### src/rtl/arc4_encrypt.sv
// ARC4 PRGA encryptor.
// Reads a length-prefixed plaintext from pt memory. Draws keystream bytes from an S memory
// that has already been key-scheduled, swapping S entries as it goes. Writes the
// length-prefixed ciphertext to ct memory.
// All memories are synchronous with one cycle of read latency. The *_WAIT states exist to
// cover that latency, and each address is held steady until its data has been consumed.
//
// Ports:
//   clk          system clock
//   rst_n        asynchronous active-low reset
//   en_i         start request, sampled only while rdy_o=1
//   rdy_o        1 = idle, able to accept en_i
//   s_addr_o     S memory address
//   s_rddata_i   S memory read data
//   s_wrdata_o   S memory write data
//   s_wren_o     S memory write enable
//   pt_addr_o    plaintext memory address
//   pt_rddata_i  plaintext memory read data
//   ct_addr_o    ciphertext memory address
//   ct_wrdata_o  ciphertext memory write data
//   ct_wren_o    ciphertext memory write enable
module arc4_encrypt #(
  parameter int unsigned DW = 8
) (
  input  logic          clk,
  input  logic          rst_n,
  input  logic          en_i,
  output logic          rdy_o,
  output logic [DW-1:0] s_addr_o,
  input  logic [DW-1:0] s_rddata_i,
  output logic [DW-1:0] s_wrdata_o,
  output logic          s_wren_o,
  output logic [DW-1:0] pt_addr_o,
  input  logic [DW-1:0] pt_rddata_i,
  output logic [DW-1:0] ct_addr_o,
  output logic [DW-1:0] ct_wrdata_o,
  output logic          ct_wren_o
);

  typedef enum logic [3:0] {
    StIdle,
    StLenRd,
    StLenWait,
    StLenWr,
    StIRd,
    StIWait,
    StJRd,
    StJWait,
    StSwapI,
    StSwapJ,
    StPadRd,
    StPadWait,
    StCtWr
  } state_e;

  state_e        state_q, state_d;
  logic [DW-1:0] i_q, i_d;
  logic [DW-1:0] j_q, j_d;
  logic [DW-1:0] k_q, k_d;
  logic [DW-1:0] len_q, len_d;
  logic [DW-1:0] si_q, si_d;
  logic [DW-1:0] sj_q, sj_d;
  logic [DW-1:0] pad_idx;

  // The pre-swap si+sj equals the post-swap S[i]+S[j], so the pad index needs no re-read.
  assign pad_idx = si_q + sj_q;

  always_ff @(posedge clk or negedge rst_n) begin
    if (!rst_n) begin
      state_q <= StIdle;
      i_q     <= '0;
      j_q     <= '0;
      k_q     <= '0;
      len_q   <= '0;
      si_q    <= '0;
      sj_q    <= '0;
    end else begin
      state_q <= state_d;
      i_q     <= i_d;
      j_q     <= j_d;
      k_q     <= k_d;
      len_q   <= len_d;
      si_q    <= si_d;
      sj_q    <= sj_d;
    end
  end

  always_comb begin
    state_d     = state_q;
    i_d         = i_q;
    j_d         = j_q;
    k_d         = k_q;
    len_d       = len_q;
    si_d        = si_q;
    sj_d        = sj_q;
    rdy_o       = 1'b0;
    s_addr_o    = '0;
    s_wrdata_o  = '0;
    s_wren_o    = 1'b0;
    pt_addr_o   = '0;
    ct_addr_o   = '0;
    ct_wrdata_o = '0;
    ct_wren_o   = 1'b0;

    unique case (state_q)
      StIdle: begin
        rdy_o = 1'b1;
        if (en_i) state_d = StLenRd;
      end
      // pt_addr_o stays at 0 through the length fetch.
      StLenRd:   state_d = StLenWait;
      StLenWait: state_d = StLenWr;
      StLenWr: begin
        ct_wren_o   = 1'b1;
        ct_wrdata_o = pt_rddata_i;
        len_d       = pt_rddata_i;
        i_d         = '0;
        j_d         = '0;
        k_d         = DW'(1);
        state_d     = (pt_rddata_i == '0) ? StIdle : StIRd;
      end
      StIRd: begin
        i_d      = i_q + DW'(1);
        s_addr_o = i_q + DW'(1);
        state_d  = StIWait;
      end
      StIWait: begin
        s_addr_o = i_q;
        state_d  = StJRd;
      end
      // s_rddata_i holds S[i] here, because i stayed on the bus through I_WAIT.
      StJRd: begin
        si_d     = s_rddata_i;
        j_d      = j_q + s_rddata_i;
        s_addr_o = j_q + s_rddata_i;
        state_d  = StJWait;
      end
      StJWait: begin
        s_addr_o = j_q;
        state_d  = StSwapI;
      end
      StSwapI: begin
        sj_d       = s_rddata_i;
        s_addr_o   = i_q;
        s_wrdata_o = s_rddata_i;
        s_wren_o   = 1'b1;
        state_d    = StSwapJ;
      end
      StSwapJ: begin
        s_addr_o   = j_q;
        s_wrdata_o = si_q;
        s_wren_o   = 1'b1;
        state_d    = StPadRd;
      end
      StPadRd: begin
        s_addr_o  = pad_idx;
        pt_addr_o = k_q;
        state_d   = StPadWait;
      end
      StPadWait: begin
        s_addr_o  = pad_idx;
        pt_addr_o = k_q;
        state_d   = StCtWr;
      end
      StCtWr: begin
        s_addr_o    = pad_idx;
        pt_addr_o   = k_q;
        ct_addr_o   = k_q;
        ct_wrdata_o = s_rddata_i ^ pt_rddata_i;
        ct_wren_o   = 1'b1;
        if (k_q == len_q) begin
          state_d = StIdle;
        end else begin
          k_d     = k_q + DW'(1);
          state_d = StIRd;
        end
      end
      default: state_d = StIdle;
    endcase
  end

endmodule

### config.mk
export PLATFORM = sky130hd
export DESIGN_NAME = arc4_encrypt
export DESIGN_NICKNAME = d
export VERILOG_FILES = /design/src/rtl/arc4_encrypt.sv
export SDC_FILE = /design/constraint.sdc
export NUM_CORES = 1
export LEC_CHECK = 0
export CAP_MARGIN = 20
export CORE_ASPECT_RATIO = 1.25
export CORE_MARGIN = 4
export CORE_UTILIZATION = 54
export CTS_CLUSTER_SIZE = 10
export DETAILED_ROUTE_END_ITERATION = 8
export PLACE_DENSITY = 0.85
export SYNTH_ARGS = -nofsm -noshare
export SYNTH_HDL_FRONTEND = slang
export SYNTH_SLANG_ARGS = --single-unit
### constraint.sdc
create_clock -name clk -period 3 [get_ports clk]
set_input_delay 0.3 -clock clk [delete_from_list [all_inputs] [get_ports clk]]
set_output_delay 0.3 -clock clk [all_outputs]
set_load 0.01 [all_outputs]
== Yosys cells after proc, flatten, opt, wreduce, memory -nomap -nowiden ==
Cells that the tools add are included.

* Flip-flop bits (word level): 52
* Output and inout bits: 43
* Word-level logic and storage cells: 54
* Input port bits: 19

* Equality and inequality tests: 15
* Multiplexer cells: 16
* Bitwise logic cells: 1
* Reduce and logical (&&, ||, !) cells: 11
* $add $sub $neg: 4

{| class="wikitable"
|+ Operator list
! cell !! number
|-
| 8-bit one-hot mux with 2 select lines || 5
|-
| 4-bit one-hot mux with 13 select lines || 1
|-
| 8-bit one-hot mux with 5 select lines || 1
|-
| 8-bit two-way mux || 3
|-
| 4-bit == test, second input constant || 5
|-
| 8-bit by 1-bit adder with 8-bit output, second input constant || 2
|-
| 8-bit adder || 2
|-
| 4-bit by 3-bit == test with 1-bit output, second input constant || 4
|-
| 4-bit by 2-bit == test with 1-bit output, second input constant || 2
|-
| 8-bit == test || 1
|-
| 8-bit logical NOT || 1
|-
| 2-bit OR reduction || 4
|-
| 8-bit XOR || 1
|-
| 3-bit two-way mux || 2
|-
| 2-bit nonzero test || 3
|-
| 4-bit by 1-bit == test with 1-bit output, second input constant || 1
|-
| 4-bit logical NOT || 1
|-
| 4-bit two-way mux || 1
|-
| 2-bit inequality test, second input constant || 2
|-
| 1-bit two-way mux || 3
|-
| 3-bit OR reduction || 1
|-
| 2-bit AND reduction || 1
|}

== Longest topological paths before layout ==
Gate-level depths: netlist of run 1.

* Word-level depth: 3
* Mapped depth: 9
* Depth with buffers taken out: 9

== Worst setup path before layout of run 1 ==
No wires, ideal clock.

* Path type: register -> output
* Start point: register si_q[0]
* End point: output s_addr_o[6]
* Data required time: 2.700 ns
* Cell stages (with the launch flop): 8
* Slack: 0.738 ns
* Arrival: 1.962 ns
* Cells stage by stage: dfrtp_1 -> ha_1 -> fa_1 -> a21o_1 -> a21oi_1 -> o21ai_0 -> xor2_1 -> a211o_1

* Longest elaborated chain between the ends: 2

{| class="wikitable"
|+ Ends and longest elaborated chain
! what !! line !! RTL
|-
| start, declared || 61 || <nowiki>logic [DW-1:0] si_q, si_d;</nowiki>
|-
| start signal, assigned || 83 || <nowiki>si_q <= si_d;</nowiki>
|-
| 8-bit adder || 66 || <nowiki>assign pad_idx = si_q + sj_q;</nowiki>
|-
| 8-bit one-hot mux with 5 select lines || 105 || <nowiki>unique case (state_q)</nowiki>
|-
| end, declared || 29 || <nowiki>output logic [DW-1:0] s_addr_o,</nowiki>
|}

No other way between the ends.

== Worst setup path in the final report of run 1 ==
Ends and elaborated chain as after synthesis.

==> reports/metrics.cfg, run 1 <==
[detailed_routing]
viasPerCell = 6.06
wl_per_cell_um = 17.4
detail_route.first_pass.iterations = 5
ant_nets = 0
drc = 0
vias = 3513
drtIter0Drc = 271
drt-total-wl_um = 10100

[synthesis]
netlist_instances = 407
synth_top_area_share_pct = 35.6
synth_area_per_cell_um2 = 8.97
synth_edf_count = 0
netlist_top_cells_area = dfrtp_1 36%, o21ai_0 6.4%, nand2_1 6.0%, ha_1 5.5%, mux2_2 5.2%
yosysSeqAreaShare_pct = 35.6
synthArstFlopShare_pct = 100
yosysTopAreaCell = dfrtp_1
yosys_register_bits = 52
syn_area_um2 = 3650
syn_nets = 444
ys_types = 55
yosys_warnings = 0
ys.flop_type = dfrtp_1

[global_route]
grt_pass1_wl_um = 16300
grt_usage_pct = 25.7
grt_max_degree = 29
antenna_found_initial = 0
first_global_vias = 3429
grt_overflow_total = 0

[sta]
fin_crit_sh_pct = 97.2
rsz0062_at_grt = false
worst_pin_slew_ns = 0.611
fmax_mhz = 343
fin_setup_tns_ns = 0
finClkSkew_ns = 0.00641
setup_viol = 0
drv_slew = 0
slew-limit-headroom_pct = 59.3
hold_violations = 0
fin_ws_ns = 0.0841
period_minus_slack_ns = 2.92

[setup_path]
cp-end-kind = primary output
crit_type = reg2out
r2r_cells = 9
r2r_slack_ns = 0.77
cp-start-kind = flip-flop
r2r-start = j_q[2]
critPathMaxFanout = 3
critical_path.endpoint = s_addr_o[6]
reg2reg_to = j_q[7]
cp-startpoint = si_q[0]
arrival_ns = 2.62
required_ns = 2.70

[layout]
multiInputGateArea_um2 = 2270
final_common_cell = nand2_1
diodes = 0
fin_cells = 580
drive_gt1_share_pct = 17.4
area_delta_synth_final_pct = 28.2
nNetsFinal = 529
final_core_util_pct = 71.3
fin_area_um2 = 4680
register_area_um2 = 1300
fill_cells = 478
final_cell_mix = 58 x nand2_1, 55 x clkdlybuf4s50_1, 51 x dfrtp_1

[cts]
worst_skew_pair.late_latency_ns = 0.31
root_buffer = clkbuf_8
clkSinkCount = 52
clk_pin_slew_ns = 0.10
cts_tree = yes
cts-htree-levels = 2
clockBufferDepth = 2
cts_buffers = 5

[place]
place_area_um2 = 4480
place_congestion = 0.916
dp_slack_ns = -0.145
placed_cells = 567
hpwl_um = 7520
portBuffers = 61

[die]
row_count = 33
core-area_um2 = 6570
fp.dieW_um = 81.5
initial_core_util_pct = 55.6
fp.dieArea_um2 = 8150
ioPinCount = 62
die_h_um = 99.9

[flow_run]
drv_cap = 0

[power]
leakage_nw = 2.15
peakVddDrop_mv = 0.531
pwr_density_cell_nw_per_um2 = 890

[outcome]
outcome = completed

[min_path]
min_path_type = in2async

[worst max-delay path, cell delays in order, from the launching register on]
cell           delay (ns)
dfrtp_1              0.42
ha_2                 0.22
fa_1                 0.39
a21o_1               0.22
a21oi_2              0.18
o21ai_1              0.11
xor2_1               0.16
a211o_1              0.31
dlygate4sd2_1        0.29
[worst min-delay path by stage]
stage / start / endpoint / slack (ns) / depth (start not counted)
final: rst_n / sj_q[0] / 0.52 / 2
after global placement: rst_n / sj_q[1] / 0.33 / 1
after floorplan: rst_n / i_q[0] / 0.004 / 0
after global routing: sj_q[6] / sj_q[6] / 0.54 / 1
after detailed placement: rst_n / si_q[1] / 0.34 / 1
after CTS: rst_n / sj_q[0] / 0.53 / 2
[registers in the layout, indices dropped and copies added (netlist names)]
| name | cells |
|---|---|
| state_q | 4 |
| len_q | 8 |
| si_q | 8 |
| i_q | 8 |
| k_q | 8 |
| sj_q | 8 |
| j_q | 8 |
[logic make-up after synthesis]
family,count (synthesis),synth area share [%]
xor gates and xnor gates,25,6.00
AOI/OAI and AO/OA,110,19.3
adders and majority gates,18,6.58
and+or+nand+nor,157,22.7
buffers and inverters,23,3.26
DFF,52,35.6
muxes,22,6.61
[layer usage]
layer	share of wire, %	track usage [%]	up-vias
met1	41	33.2	1702
met5	0	0	-
met2	49	41.0	152
li1	-	-	1630
met3	6.3	4.49	29
met4	3.8	12.9	0
[where the power goes]
| group | total, W | leakage (nW) | internal (W) | switching (W) |
|---|---|---|---|---|
| registers | 0.00126 | 0.662 | 0.000960 | 0.000297 |
| logic | 0.00241 | 1.44 | 0.00115 | 0.00126 |
| clock network | 0.000497 | 0.0541 | 0.000247 | 0.000250 |
[what timing repair did]
action	CTS	global route
gates cloned	0	0
hold buffers	1	0
gates resized for setup	4	14
endpoints found under the hold margin	3	0
endpoints found under the setup margin	4	8
setup buffers	1	3
pin swaps	1	3
[per-stage QoR]
stage,power (W),hold slack (ns)
after floorplan,0.00274,0.00441
after global placement,0.00345,0.330
after detailed placement,0.00355,0.343
after CTS,0.00407,0.526
after global routing,0.00446,0.545
final,0.00416,0.518
[cell type report]
cell class                      instances  share of cell area, %
Tap cell                               87                   2.33
Inverter                                7                  0.561
Clock inverter                          3                  0.909
Timing Repair Buffer                   94                   18.4
Sequential cell                        52                   27.8
Multi-Input combinational cell        332                   48.5
Clock buffer                            5                   1.47
[synth_stat cells, types with 3 or more instances]
library cell and instances:
nand2_1 58, a21o_1 7, clkbuf_1 6, nor2b_1 4, a211oi_1 6, nor3_1 6, buf_2 4, nor2_1 32
ha_1 16, mux2_2 17, a22o_1 11, a22oi_1 4, buf_4 3, nor4_1 3, a221oi_1 6, mux2i_1 5
o21ai_0 47, and2_1 16, xnor2_1 8, a21oi_1 15, xor2_1 17, nand3_1 7, inv_1 7, and3_1 8
dfrtp_1 52
Note: power is estimated with default switching activity, not from simulation.
==> inputs of run 2 (changes only) <==
--- a/config.mk
+++ b/config.mk
@@ -11,7 +11,9 @@
 export CORE_UTILIZATION = 54
 export CTS_CLUSTER_SIZE = 10
 export DETAILED_ROUTE_END_ITERATION = 8
+export HOLD_SLACK_MARGIN = 0.03
 export PLACE_DENSITY = 0.85
+export REMOVE_ABC_BUFFERS = 1
 export SYNTH_ARGS = -nofsm -noshare
 export SYNTH_HDL_FRONTEND = slang
 export SYNTH_SLANG_ARGS = --single-unit
==> reports/metrics.cfg, run 2 (same netlist as run 1, synthesis figures left out) <==
[layout]
nNetsFinal = 527  ; -0.38%
fill_cells = 490  ; +2.5%
final_common_cell = nand2_1
final_cell_mix = 58 x nand2_1, 55 x clkdlybuf4s50_1, 50 x dfrtp_1
final_core_util_pct = 71.3  ; about the same
area_delta_synth_final_pct = 28.1  ; about the same
diodes = 0  ; unchanged
fin_area_um2 = 4680  ; about the same
fin_cells = 578  ; -0.34%
drive_gt1_share_pct = 18.1  ; +0.68 points

[power]
leakage_nw = 2.13  ; -1.3%
power_frac_seq_pct = 30.0  ; -0.2 points
p_int_w = 0.00237  ; +0.74%
pwr_density_cell_nw_per_um2 = 897  ; +0.75%
pwr-share-clk_pct = 12.0  ; about the same
peakVddDrop_mv = 0.507  ; -4.6%
p_switching_w = 0.00182  ; +0.71%
switching_share_pct = 43.4  ; about the same
pwr-share-comb_pct = 58.0  ; about the same

[cts]
worst_skew_pair.late_latency_ns = 0.32  ; about the same
cts-htree-levels = 2  ; unchanged
clkSinkCount = 52  ; unchanged
root_buffer = clkbuf_8
cts_tree = yes
clockBufferDepth = 2  ; unchanged
cts_buffers = 5  ; unchanged
clk_pin_slew_ns = 0.09  ; about the same

[global_route]
grt_usage_pct = 26.1  ; +0.38 points
busiest_layer = met2
grt_pass1_wl_um = 16800  ; +2.9%
first_global_vias = 3476  ; +1.4%
grt_use_met1_pct = 35.0  ; +1.8 points
grt_max_degree = 33  ; +14%
grt_use_met2_pct = 42.7  ; +1.7 points
grt_overflow_total = 0  ; unchanged
use_met3_pct = 3.77  ; -0.72 points
antenna_found_initial = 0  ; unchanged

[setup_path]
required_ns = 2.70  ; about the same
reg2reg_to = j_q[7]
cp.buffers_inverters = 4  ; +3
cp-start-kind = input pin
r2r_slack_ns = 1.03  ; +0.26 ns
r2r-start = j_q[1]
cp_cell_sequence = clkdlybuf4s50_1 > ha_2 > inv_1 > fa_2 > nor2b_2 > o21ai_2 > a21oi_2 > buf_4 > nand4b_1 > o211ai_2 > a211o_1 > clkdlybuf4s15_1
cp-end-kind = primary output
arrival_ns = 2.60  ; -0.02 ns
crit_slowest_cell = clkdlybuf4s50_1
r2r_cells = 7  ; -2
cp_slowest_stage_delay_ns = 0.50  ; +0.08 ns
critPathMaxFanout = 3  ; unchanged
critPathTopFamily = buffers and inverters
crit_type = in2out

[sta]
fin_setup_tns_ns = 0  ; unchanged
hold_violations = 0  ; unchanged
rsz0062_at_grt = true
fmax_mhz = 345  ; +0.60%
setup_viol = 0  ; unchanged
period_minus_slack_ns = 2.90  ; -0.0174 ns
fin_crit_sh_pct = 96.6  ; -0.58 points
worst_pin_slew_ns = 0.722  ; +0.111 ns
finClkSkew_ns = 0.0122  ; +0.00581 ns
hold-worst-slack_ns = 0.0334  ; -0.485 ns
drv_slew = 0  ; unchanged
slew-limit-headroom_pct = 51.9  ; -7.4 points

[die]
initial_core_util_pct = 55.6  ; unchanged
die_h_um = 99.9  ; unchanged
core-area_um2 = 6570  ; unchanged
fp.dieArea_um2 = 8150  ; unchanged
ioPinCount = 62  ; unchanged
fp.dieW_um = 81.5  ; unchanged
row_count = 33  ; unchanged

[detailed_routing]
drc = 0  ; unchanged
drtIter0Drc = 250  ; -7.7%
vias = 3469  ; -1.3%
wl_per_cell_um = 17.6  ; +0.95%
drt-total-wl_um = 10100  ; +0.60%
ant_nets = 0  ; unchanged
detail_route.first_pass.iterations = 5  ; unchanged
viasPerCell = 6.00  ; -0.91%

[place]
portBuffers = 61  ; unchanged
placed_cells = 568  ; +0.18%
place_area_um2 = 4490  ; +0.17%
place_congestion = 0.936  ; +2.2%
hpwl_um = 7560  ; +0.55%

[outcome]
outcome = completed

[min_path]
min_path_type = in2async

[flow_run]
drv_cap = 0  ; unchanged

## run 2: through the flow
stage | total power [W] | setup WS (ns)
global route | 0.00449 | -0.0134
floorplan | 0.00267 | 0.738
global placement | 0.00346 | -0.157
detailed placement | 0.00357 | -0.217
CTS | 0.00410 | 0.0101
finish | 0.00419 | 0.102
## run 2: worst max-delay path by stage
| stage | from | end | slack [ns] | depth (start not counted) |
|---|---|---|---|---|
| 2_1_floorplan | si_q[0] | s_addr_o[6] | 0.74 | 7 |
| 3_3_place_gp | s_rddata_i[1] | s_addr_o[7] | -0.16 | 10 |
| 3_5_place_dp | s_rddata_i[0] | s_addr_o[6] | -0.22 | 11 |
| 4_1_cts | s_rddata_i[0] | s_addr_o[6] | 0.01 | 11 |
| 5_1_grt | j_q[1] | s_addr_o[5] | -0.01 | 9 |
| 6_report | s_rddata_i[0] | s_addr_o[6] | 0.10 | 12 |
## run 2: power groups by stage
stage	clock, W	combinational [W]	sequential (W)
final	0.000503	0.00243	0.00126
after global routing	0.000528	0.00267	0.00130
after CTS	0.000504	0.00235	0.00125
after detailed placement	0	0.00231	0.00126
after global placement	0	0.00223	0.00124
after floorplan	0	0.00145	0.00122
## run 2: timing repair
action                                  CTS  global route
hold buffers                              0             0
endpoints found under the setup margin    4            15
gates resized for setup                  10            16
buffers inserted                          1             1
pin swaps                                 1             3
gates cloned                              0             0
## run 2: final cells by class
type / instances / area, µm² / share of cell area, %
clock buffers: 6 / 72.6 / 1.55
repair buffers: 92 / 841 / 18.0
inverters: 7 / 26.3 / 0.562
well taps: 87 / 109 / 2.33
clock inverters: 2 / 38.8 / 0.829
flip-flops and latches: 52 / 1300 / 27.9
multi-input cells: 332 / 2290 / 48.9
## run 2: per-layer routing
metal,up-vias,routed length (µm)
met5,-,0
met4,0,319
met3,27,603
met2,149,5040
met1,1671,4180
li1,1622,-
## run 2: worst reg2reg max path, cell delays in order (launching register included)
cell and delay, ns:
dfrtp_1 0.43, ha_1 0.33, a211oi_2 0.07, buf_4 0.15, nor3_2 0.24, mux2i_1 0.27, a21oi_1 0.11, mux2_2 0.27
